`config.mk`:
```
export PLATFORM = sky130hd
export DESIGN_NAME = mrr_sweep_scheduler_flat
export DESIGN_NICKNAME = d
export VERILOG_FILES = /design/src/rtl/mrr_sweep_scheduler_if.sv /design/src/rtl/mrr_sweep_scheduler.sv /design/src/flat_wrapper.sv
export SDC_FILE = /design/constraint.sdc
export NUM_CORES = 1
export LEC_CHECK = 0
export CAP_MARGIN = 10
export CORE_ASPECT_RATIO = 0.8
export CORE_UTILIZATION = 25
export DETAILED_ROUTE_END_ITERATION = 12
export GPL_TIMING_DRIVEN = 0
export HOLD_SLACK_MARGIN = 0.1
export PLACE_DENSITY_LB_ADDON = 0.3
export SYNTH_ARGS = -nofsm -noshare
export SYNTH_HDL_FRONTEND = slang
export SYNTH_SLANG_ARGS = --single-unit
```
`constraint.sdc`:
```
create_clock -name pclk_i -period 2 [get_ports pclk_i]
set_clock_uncertainty 0.1 [all_clocks]
set_input_delay 0.2 -clock pclk_i [delete_from_list [all_inputs] [get_ports pclk_i]]
set_output_delay 0.2 -clock pclk_i [all_outputs]
set_load 0.01 [all_outputs]
```
`src/rtl/mrr_sweep_scheduler_if.sv`:
```
// mrr_sweep_scheduler_if
//   Groups the trigger, request/done and status signals of the MRR sweep
//   scheduler. Clock and reset stay as plain ports on the scheduler.
//   master : drives triggers, software requests, rank mask and done status
//   slave  : the scheduler; drives MRR requests, acks and status pulses
//
//   mr_rd_pulse_i  periodic sweep trigger (single cycle)
//   sw_mrr_req_i   per-rank software MRR request level
//   rank_en_i      populated-rank mask
//   mrr_done_i     per-rank done pulse from the command path
//   mrr_req_o      one-hot MRR request
//   sw_mrr_ack_o   per-rank software request completion pulse
//   busy_o         scheduler has work in flight or pending
//   overrun_o      trigger arrived while a sweep was still pending
//   timeout_o      selected rank failed to respond
interface mrr_sweep_scheduler_if #(
   parameter int NB_RANK = 2
);
   logic               mr_rd_pulse_i;
   logic [NB_RANK-1:0] sw_mrr_req_i;
   logic [NB_RANK-1:0] rank_en_i;
   logic [NB_RANK-1:0] mrr_done_i;
   logic [NB_RANK-1:0] mrr_req_o;
   logic [NB_RANK-1:0] sw_mrr_ack_o;
   logic               busy_o;
   logic               overrun_o;
   logic               timeout_o;

   modport master (
      output mr_rd_pulse_i, sw_mrr_req_i, rank_en_i, mrr_done_i,
      input  mrr_req_o, sw_mrr_ack_o, busy_o, overrun_o, timeout_o
   );

   modport slave (
      input  mr_rd_pulse_i, sw_mrr_req_i, rank_en_i, mrr_done_i,
      output mrr_req_o, sw_mrr_ack_o, busy_o, overrun_o, timeout_o
   );
endinterface

```
`src/rtl/mrr_sweep_scheduler.sv`:
```
// mrr_sweep_scheduler
//   Issues mode-register-read requests to DRAM ranks one at a time. Software
//   requests (rising edges of sw_mrr_req_i) are served before the periodic
//   sweep loaded by mr_rd_pulse_i. Each request is held until the selected
//   rank reports done, followed by one idle gap cycle.
//
//   Ports:
//     pclk_i   clock, rising edge
//     prst_ni  synchronous active-low reset
//     bus      mrr_sweep_scheduler_if.slave (triggers, requests, status)
//
//   Build option:
//     MRR_TIMEOUT_EN  when defined, a saturating WAIT-cycle counter aborts a
//                     request after TMO_CYC cycles and pulses timeout_o.
//                     When undefined, WAIT lasts until done and timeout_o is 0.
//
//   state | meaning
//   ------+------------------------------------------------------------
//   IDLE  | pick lowest pending rank (software set first), raise request
//   WAIT  | request held, waiting for done (or timeout)
//   GAP   | one idle cycle between requests
module mrr_sweep_scheduler #(
   parameter int NB_RANK = 2,
   parameter int TMO_W   = 8,
   parameter int TMO_CYC = 200
) (
   input logic                  pclk_i,
   input logic                  prst_ni,
   mrr_sweep_scheduler_if.slave bus
);

   typedef enum logic [1:0] {
      ST_IDLE = 2'd0,
      ST_WAIT = 2'd1,
      ST_GAP  = 2'd2
   } state_t;

   state_t             state;
   logic [NB_RANK-1:0] sw_q;
   logic [NB_RANK-1:0] sw_pend;
   logic [NB_RANK-1:0] sweep_pend;
   logic [NB_RANK-1:0] req_q;
   logic [NB_RANK-1:0] ack_q;
   logic               src_sw;
   logic               overrun_q;

   logic [NB_RANK-1:0] sw_rise;
   logic [NB_RANK-1:0] clr_sw;
   logic [NB_RANK-1:0] clr_sweep;
   logic [NB_RANK-1:0] trig_set;
   logic               done_hit;
   logic               req_end;

`ifdef MRR_TIMEOUT_EN
   logic [TMO_W-1:0]   tmo_cnt;
   logic [TMO_W-1:0]   tmo_nxt;
   logic               tmo_hit;
   logic               timeout_q;
`endif

   // Isolate the lowest set bit: v & (two's complement of v).
   function automatic logic [NB_RANK-1:0] lowest(input logic [NB_RANK-1:0] v);
      lowest = v & (~v + NB_RANK'(1));
   endfunction

   always_comb begin
      sw_rise  = bus.sw_mrr_req_i & ~sw_q;
      trig_set = bus.mr_rd_pulse_i ? bus.rank_en_i : '0;
      // Done bits of ranks that are not currently requested are ignored.
      done_hit = (state == ST_WAIT) && ((bus.mrr_done_i & req_q) != '0);
`ifdef MRR_TIMEOUT_EN
      tmo_nxt  = (tmo_cnt == '1) ? tmo_cnt : tmo_cnt + TMO_W'(1);
      // Done in the same cycle as the limit wins over the timeout.
      tmo_hit  = (state == ST_WAIT) && !done_hit && (tmo_nxt == TMO_W'(TMO_CYC));
      req_end  = done_hit || tmo_hit;
`else
      req_end  = done_hit;
`endif
      // Only the pending set that sourced the request is cleared; a rank
      // served for software stays queued for the sweep.
      clr_sw    = (req_end &&  src_sw) ? req_q : '0;
      clr_sweep = (req_end && !src_sw) ? req_q : '0;
   end

   always_ff @(posedge pclk_i) begin
      if (!prst_ni) begin
         state      <= ST_IDLE;
         sw_q       <= '0;
         sw_pend    <= '0;
         sweep_pend <= '0;
         req_q      <= '0;
         ack_q      <= '0;
         src_sw     <= 1'b0;
         overrun_q  <= 1'b0;
`ifdef MRR_TIMEOUT_EN
         tmo_cnt    <= '0;
         timeout_q  <= 1'b0;
`endif
      end else begin
         sw_q       <= bus.sw_mrr_req_i;
         // New sets override a same-cycle clear.
         sw_pend    <= (sw_pend & ~clr_sw) | sw_rise;
         sweep_pend <= (sweep_pend & ~clr_sweep) | trig_set;
         overrun_q  <= bus.mr_rd_pulse_i && (sweep_pend != '0);
         ack_q      <= '0;
`ifdef MRR_TIMEOUT_EN
         timeout_q  <= 1'b0;
`endif
         case (state)
            ST_IDLE: begin
               if (sw_pend != '0) begin
                  req_q  <= lowest(sw_pend);
                  src_sw <= 1'b1;
                  state  <= ST_WAIT;
`ifdef MRR_TIMEOUT_EN
                  tmo_cnt <= '0;
`endif
               end else if (sweep_pend != '0) begin
                  req_q  <= lowest(sweep_pend);
                  src_sw <= 1'b0;
                  state  <= ST_WAIT;
`ifdef MRR_TIMEOUT_EN
                  tmo_cnt <= '0;
`endif
               end
            end
            ST_WAIT: begin
               if (done_hit) begin
                  req_q <= '0;
                  if (src_sw) ack_q <= req_q;
                  state <= ST_GAP;
               end
`ifdef MRR_TIMEOUT_EN
               else if (tmo_hit) begin
                  req_q     <= '0;
                  timeout_q <= 1'b1;
                  if (src_sw) ack_q <= req_q;
                  state     <= ST_GAP;
               end else begin
                  tmo_cnt <= tmo_nxt;
               end
`endif
            end
            ST_GAP:  state <= ST_IDLE;
            default: state <= ST_IDLE;
         endcase
      end
   end

   assign bus.mrr_req_o    = req_q;
   assign bus.sw_mrr_ack_o = ack_q;
   assign bus.overrun_o    = overrun_q;
   assign bus.busy_o       = (state != ST_IDLE) || (sw_pend != '0) || (sweep_pend != '0);
`ifdef MRR_TIMEOUT_EN
   assign bus.timeout_o    = timeout_q;
`else
   assign bus.timeout_o    = 1'b0;
`endif

endmodule

```
`src/flat_wrapper.sv`:
```
// flat-port wrapper written by rule: the top's interface ports become plain ports
module mrr_sweep_scheduler_flat 
#(
   parameter int NB_RANK = 2,
   parameter int TMO_W   = 8,
   parameter int TMO_CYC = 200
)
  (pclk_i, prst_ni, bus_mr_rd_pulse_i, bus_sw_mrr_req_i, bus_rank_en_i, bus_mrr_done_i, bus_mrr_req_o, bus_sw_mrr_ack_o, bus_busy_o, bus_overrun_o, bus_timeout_o);
  mrr_sweep_scheduler_if #(.NB_RANK(NB_RANK)) bus_i ();
  input logic pclk_i;
  input logic prst_ni;
  input wire logic [$bits(bus_i.mr_rd_pulse_i)-1:0] bus_mr_rd_pulse_i;
  input wire logic [$bits(bus_i.sw_mrr_req_i)-1:0] bus_sw_mrr_req_i;
  input wire logic [$bits(bus_i.rank_en_i)-1:0] bus_rank_en_i;
  input wire logic [$bits(bus_i.mrr_done_i)-1:0] bus_mrr_done_i;
  output wire logic [$bits(bus_i.mrr_req_o)-1:0] bus_mrr_req_o;
  output wire logic [$bits(bus_i.sw_mrr_ack_o)-1:0] bus_sw_mrr_ack_o;
  output wire logic [$bits(bus_i.busy_o)-1:0] bus_busy_o;
  output wire logic [$bits(bus_i.overrun_o)-1:0] bus_overrun_o;
  output wire logic [$bits(bus_i.timeout_o)-1:0] bus_timeout_o;
  assign bus_i.mr_rd_pulse_i = bus_mr_rd_pulse_i;
  assign bus_i.sw_mrr_req_i = bus_sw_mrr_req_i;
  assign bus_i.rank_en_i = bus_rank_en_i;
  assign bus_i.mrr_done_i = bus_mrr_done_i;
  assign bus_mrr_req_o = bus_i.mrr_req_o;
  assign bus_sw_mrr_ack_o = bus_i.sw_mrr_ack_o;
  assign bus_busy_o = bus_i.busy_o;
  assign bus_overrun_o = bus_i.overrun_o;
  assign bus_timeout_o = bus_i.timeout_o;
  mrr_sweep_scheduler #(.NB_RANK(NB_RANK), .TMO_W(TMO_W), .TMO_CYC(TMO_CYC)) u_core (.pclk_i(pclk_i), .prst_ni(prst_ni), .bus(bus_i));
endmodule
```
==> impl_metrics.yaml, run 1 <==
clock_tree:
  numCtsBuffers: 3
  clockRootBuffer: "clkbuf_4"
  htreeDepth: 1
  clk-insertion-delay-late_ns: 0.28
  clock_path_buffers: 2
  clkSinkCount: 14
  clk_pin_slew_ns: 0.09
  cts_resized: 0
  cts_tree: "built"
floorplan:
  die_w_um: 57.1
  io_pins: 16
  start_util: 0.272
  dieArea_um2: 2630
  die_h_um: 46.1
  core_area_um2: 2230
  row_count: 15
global_route:
  grt_max_degree: 11
  antenna_found_initial: 0
  grt_pass1_wl_um: 2180
  grt_pass1_vias: 500
  grt_overflow: 0
  track_usage: 0.115
power:
  combinationalPowerShare: 0.238
  p_clk_frac: 0.277
  p_sw_frac: 0.302
  internal_power_uw: 523
  ir_worst_vdd_mv: 0.342
  power.total_uw: 749
  p_per_area_nw_per_um2: 910
  pwr-share-seq: 0.485
  power.switching_uw: 226
  leakage_nw: 0.334
timing:
  hold_viol: 0
  rsz0062_at_grt: "false"
  fmaxAchievable_mhz: 539
  drv_slew: 0
  whs_ns: 0.395
  period_needed_ns: 1.85
  finalSetupViolCount: 0
  fin_ws_ns: 0.145
  setup-tns-final_ns: 0
  post-route-period-util: 0.927
detailed_routing:
  ant_nets: 0
  wirelength_um: 1260
  vias_per_cell: 4.91
  post_drt_wl_per_cell_um: 12.0
  via_count: 516
  first_pass_iters: 7
  drt_iter0_markers: 18
  post-route-drc-count: 6
final_layout:
  areaGrowthSynthToFinish_pct: 35.4
  drive_gt1_frac: 0.175
  nFillCells: 260
  diodes: 0
  fin_util: 0.369
  stdcell_count: 105
  final_cell_mix: "14 x clkdlybuf4s50_1, 14 x dfxtp_1, 5 x nand2_1"
  design_area_um2: 823
  final_nets: 90
place:
  placed_cells: 100
  dpl_cell_area_um2: 779
  post-place-ws_ns: 0.415
  dp.final_hpwl_um: 891
  gp_congestion: 0.743
  io_buffers: 14
yosys:
  netlist.area_leader.share: 0.461
  yosysTopAreaCell: "dfxtp_1"
  syn_area_per_cell_um2: 9.97
  ys_seq_elements: 14
  synth_cell_types: 30
  synth_area_um2: 608
  synthCells: 61
  ys_top_cells_by_area: "dfxtp_1 46%, a22oi_4 3.5%, nor4_4 3.5%, o21ai_1 3.3%, nand2_1 3.1%"
  syn_nets: 70
  yosysWarnings: 0
  synth_seq_area_share: 0.461
worst_setup_path:
  worstSetupEndpointType: "primary output"
  crit_path_start_kind: "flop"
  crit_type: "flop to primary output"
  path_cells: "nor4_4 -> nand2_1 -> clkdlybuf4s50_1"
  path_max_fanout: 4
  critPathMaxStageDelay_ns: 0.48
  critPathSlowestCell: "clkdlybuf4s50_1"
  cp.arrival_ns: 1.55
  required_ns: 1.70
  path_buf_inv: 1
  crit_family: "buffers and inverters"
job:
  drv_cap: 0
status:
  failed_checks: "design-rule violations"
  outcome: "finished, violations left"
hold_path:
  hold_path_class: "primary input to flop"
==> Yosys cell counts (all sizes together) <==
master and count:
a211oi 1, a21oi 3, a22oi 1, a2bb2oi 2
and2 2, and3 2, buf 2, conb 1
dfxtp 14, inv 3, nand2 5, nand2b 1
nand3 2, nand3b 1, nor2 1, nor2b 1
nor3 2, nor3b 1, nor4 1, nor4b 2
o211a 1, o21a 1, o21ai 7, o221ai 1
o31ai 1, or2 1, or2b 1
==> worst paths after layout <==
path              slack, ns                   end  cells past startpoint               startpoint
hold reg to reg        0.40     u_core.sw_pend[1]                      3           u_core.sw_q[1]
setup reg to reg       0.70  u_core.sweep_pend[0]                      3  u_core.bus.mrr_req_o[1]
hold / removal         0.40  u_core.sweep_pend[0]                      3         bus_rank_en_i[0]
setup / recovery       0.15            bus_busy_o                      3        u_core.sw_pend[0]
==> cell families (layout without fill, tap and decap cells) <==
family | after synthesis | count (layout) | synth area share
AOI/OAI and AO/OA | 18 | 18 | 0.239
DFF | 14 | 14 | 0.461
buffers and inverters | 5 | 24 | 0.0391
and+or+nand+nor | 23 | 23 | 0.255
other | 1 | 1 | 0.00617
==> registers in the layout (all words and copies together) (netlist names) <==
register,cells
u_core.bus.sw_mrr_ack_o,2
u_core.bus.overrun_o,1
u_core.sw_pend,2
u_core.bus.mrr_req_o,2
u_core.sweep_pend,2
u_core.sw_q,2
u_core.state,2
u_core.src_sw,1
==> final cells by class <==
type                            count  area [um2]  area share
Buffer                              2        12.5      0.0152
Clock buffer                        4        36.3      0.0441
Inverter                            3        11.3      0.0137
Multi-Input combinational cell     42         304       0.369
Sequential cell                    14         280       0.340
Tap cell                           25        31.3      0.0380
Timing Repair Buffer               15         148       0.179
==> worst register-to-register path, cell delays in order (launching register included) <==
cell     delay (ns)
dfxtp_1        0.50
a22oi_4        0.14
nor4b_1        0.36
o21ai_1        0.09
==> routing by layer <==
layer | vias to the layer above | routed length, um | GRT usage
met3 | 2 | 94 | 0.0562
met2 | 15 | 526 | 0.193
met4 | 0 | 18 | 0.0439
met1 | 240 | 620 | 0.129
met5 | - | 0 | 0
li1 | 259 | - | -
==> power by group through the flow <==
stage	clock [mW]	combinational, mW	sequential, mW
2_1_floorplan	0	0.112	0.361
3_3_place_gp	0	0.172	0.368
3_5_place_dp	0	0.172	0.368
4_1_cts	0.215	0.174	0.362
5_1_grt	0.232	0.195	0.371
6_report	0.207	0.178	0.364
==> what timing repair did <==
item                                    in CTS  in global routing
endpoints found under the setup margin       0                  1
hold buffers                                 0                  0
setup buffers                                0                  1
No activity file was read; power rests on OpenSTA's default activity.
==> run 2: changes to the inputs <==
CTS_CLUSTER_DIAMETER = 200   (was unset)
==> results of run 2 <==
No change in the layout: final DEF, timing and power equal those of run 1.
==> run 3: changes to the inputs <==
CORE_AREA = 2 2 39 41   (was unset)
CORE_ASPECT_RATIO = unset   (was 0.8)
CORE_UTILIZATION = unset   (was 25)
DIE_AREA = 0 0 41 43   (was unset)
==> impl_metrics.yaml, run 3 (synthesis results as in run 1) <==
power:
  combinationalPowerShare: 0.233
  p_sw_frac: 0.294
  p_clk_frac: 0.273
  ir_worst_vdd_mv: 0.543
  p_per_area_nw_per_um2: 913
  internal_power_uw: 519
  pwr-share-seq: 0.494
  power.switching_uw: 216
  leakage_nw: 0.328
final_layout:
  diodes: 0
  final_nets: 89
  multi_input_comb_area_um2: 304
  seqCellArea_um2: 280
  design_area_um2: 805
  areaGrowthSynthToFinish_pct: 32.3
  final_cell_mix: "14 x clkdlybuf4s50_1, 14 x dfxtp_1, 5 x nand2_1"
  drive_gt1_frac: 0.165
  nFillCells: 124
  stdcell_count: 95
floorplan:
  row_count: 14
  start_util: 0.439
  core_area_um2: 1380
  io_pins: 16
  die_w_um: 41
  die_h_um: 43
  dieArea_um2: 1760
clock_tree:
  cts_tree: "built"
  cts_resized: 0
  clock_path_buffers: 2
  clk_pin_slew_ns: 0.08
  numCtsBuffers: 3
  clk-insertion-delay-late_ns: 0.28
  clkSinkCount: 14
  post_cts.repair.setup_buffers: 0
  clockRootBuffer: "clkbuf_4"
  cts_hold_buf: 0
  htreeDepth: 1
detailed_routing:
  via_count: 502
  first_pass_iters: 4
  vias_per_cell: 5.28
  wirelength_um: 1130
  post_drt_wl_per_cell_um: 11.9
  post-route-drc-count: 0
  ant_nets: 0
  drt_iter0_markers: 4
global_route:
  grt_pass1_wl_um: 1900
  grt_max_degree: 11
  track_usage: 0.159
  antenna_found_initial: 0
  grt_overflow: 0
  grt_pass1_vias: 447
timing:
  setup-tns-final_ns: 0
  hold_viol: 0
  rsz0062_at_grt: "false"
  fin_ws_ns: 0.135
  period_needed_ns: 1.86
  post-route-period-util: 0.932
  drv_slew: 0
  fmaxAchievable_mhz: 536
  finalSetupViolCount: 0
job:
  drv_cap: 0
place:
  dp.final_hpwl_um: 798
  post-place-ws_ns: 0.431
  dpl_cell_area_um2: 768
  io_buffers: 14
  placed_cells: 91
  gp_congestion: 0.742
worst_setup_path:
  worstSetupEndpointType: "primary output"
  cp.arrival_ns: 1.56
  path_max_fanout: 4
  crit_type: "flop to primary output"
  crit_path_start_kind: "flop"
  required_ns: 1.70
hold_path:
  hold_path_class: "flop to flop"
status:
  outcome: "complete, no violations"
-- run 3: through the flow --
step	util	power [mW]	hold slack (ns)
finish	0.581	0.734	0.391
global route	0.581	0.780	0.405
CTS	0.581	0.740	0.395
detailed placement	0.555	0.540	0.375
global placement	0.555	0.535	0.361
floorplan	-	0.473	0.237
-- run 3: critical path, stage by stage, from the launching register on --
cell	delay, ns
dfxtp_1	0.35
nor4_4	0.37
nand2_1	0.09
clkdlybuf4s50_1	0.48
-- run 3: cell type report --
cell class	instances	area share
Tap cell	16	0.0249
Buffer	2	0.0156
Inverter	3	0.0140
Timing Repair Buffer	14	0.174
Multi-Input combinational cell	42	0.378
Sequential cell	14	0.348
Clock buffer	4	0.0451
-- run 3: metal layers --
| metal | track usage | vias up | share of wire |
|---|---|---|---|
| met5 | 0 | - | 0 |
| li1 | - | 251 | - |
| met2 | 0.209 | 19 | 0.42 |
| met1 | 0.217 | 230 | 0.51 |
| met3 | 0.0471 | 2 | 0.057 |
| met4 | 0.100 | 0 | 0.011 |
-- run 3: power groups by stage --
stage / logic, mW / clock network [mW] / registers (mW)
6_report: 0.171 / 0.201 / 0.362
5_1_grt: 0.189 / 0.222 / 0.368
4_1_cts: 0.172 / 0.206 / 0.363
3_5_place_dp: 0.171 / 0 / 0.369
3_3_place_gp: 0.169 / 0 / 0.367
2_1_floorplan: 0.112 / 0 / 0.361
-- run 3: final timing paths --
| path | cells past startpoint | slack, ns | from | to |
|---|---|---|---|---|
| worst max-delay path | 3 | 0.14 | u_core.sweep_pend[1] | bus_busy_o |
| worst min-delay path | 3 | 0.39 | u_core.sw_q[0] | u_core.sw_pend[0] |
| worst max register to register | 3 | 0.71 | u_core.bus.mrr_req_o[1] | u_core.sweep_pend[0] |
| worst min register to register | 3 | 0.39 | u_core.sw_q[0] | u_core.sw_pend[0] |
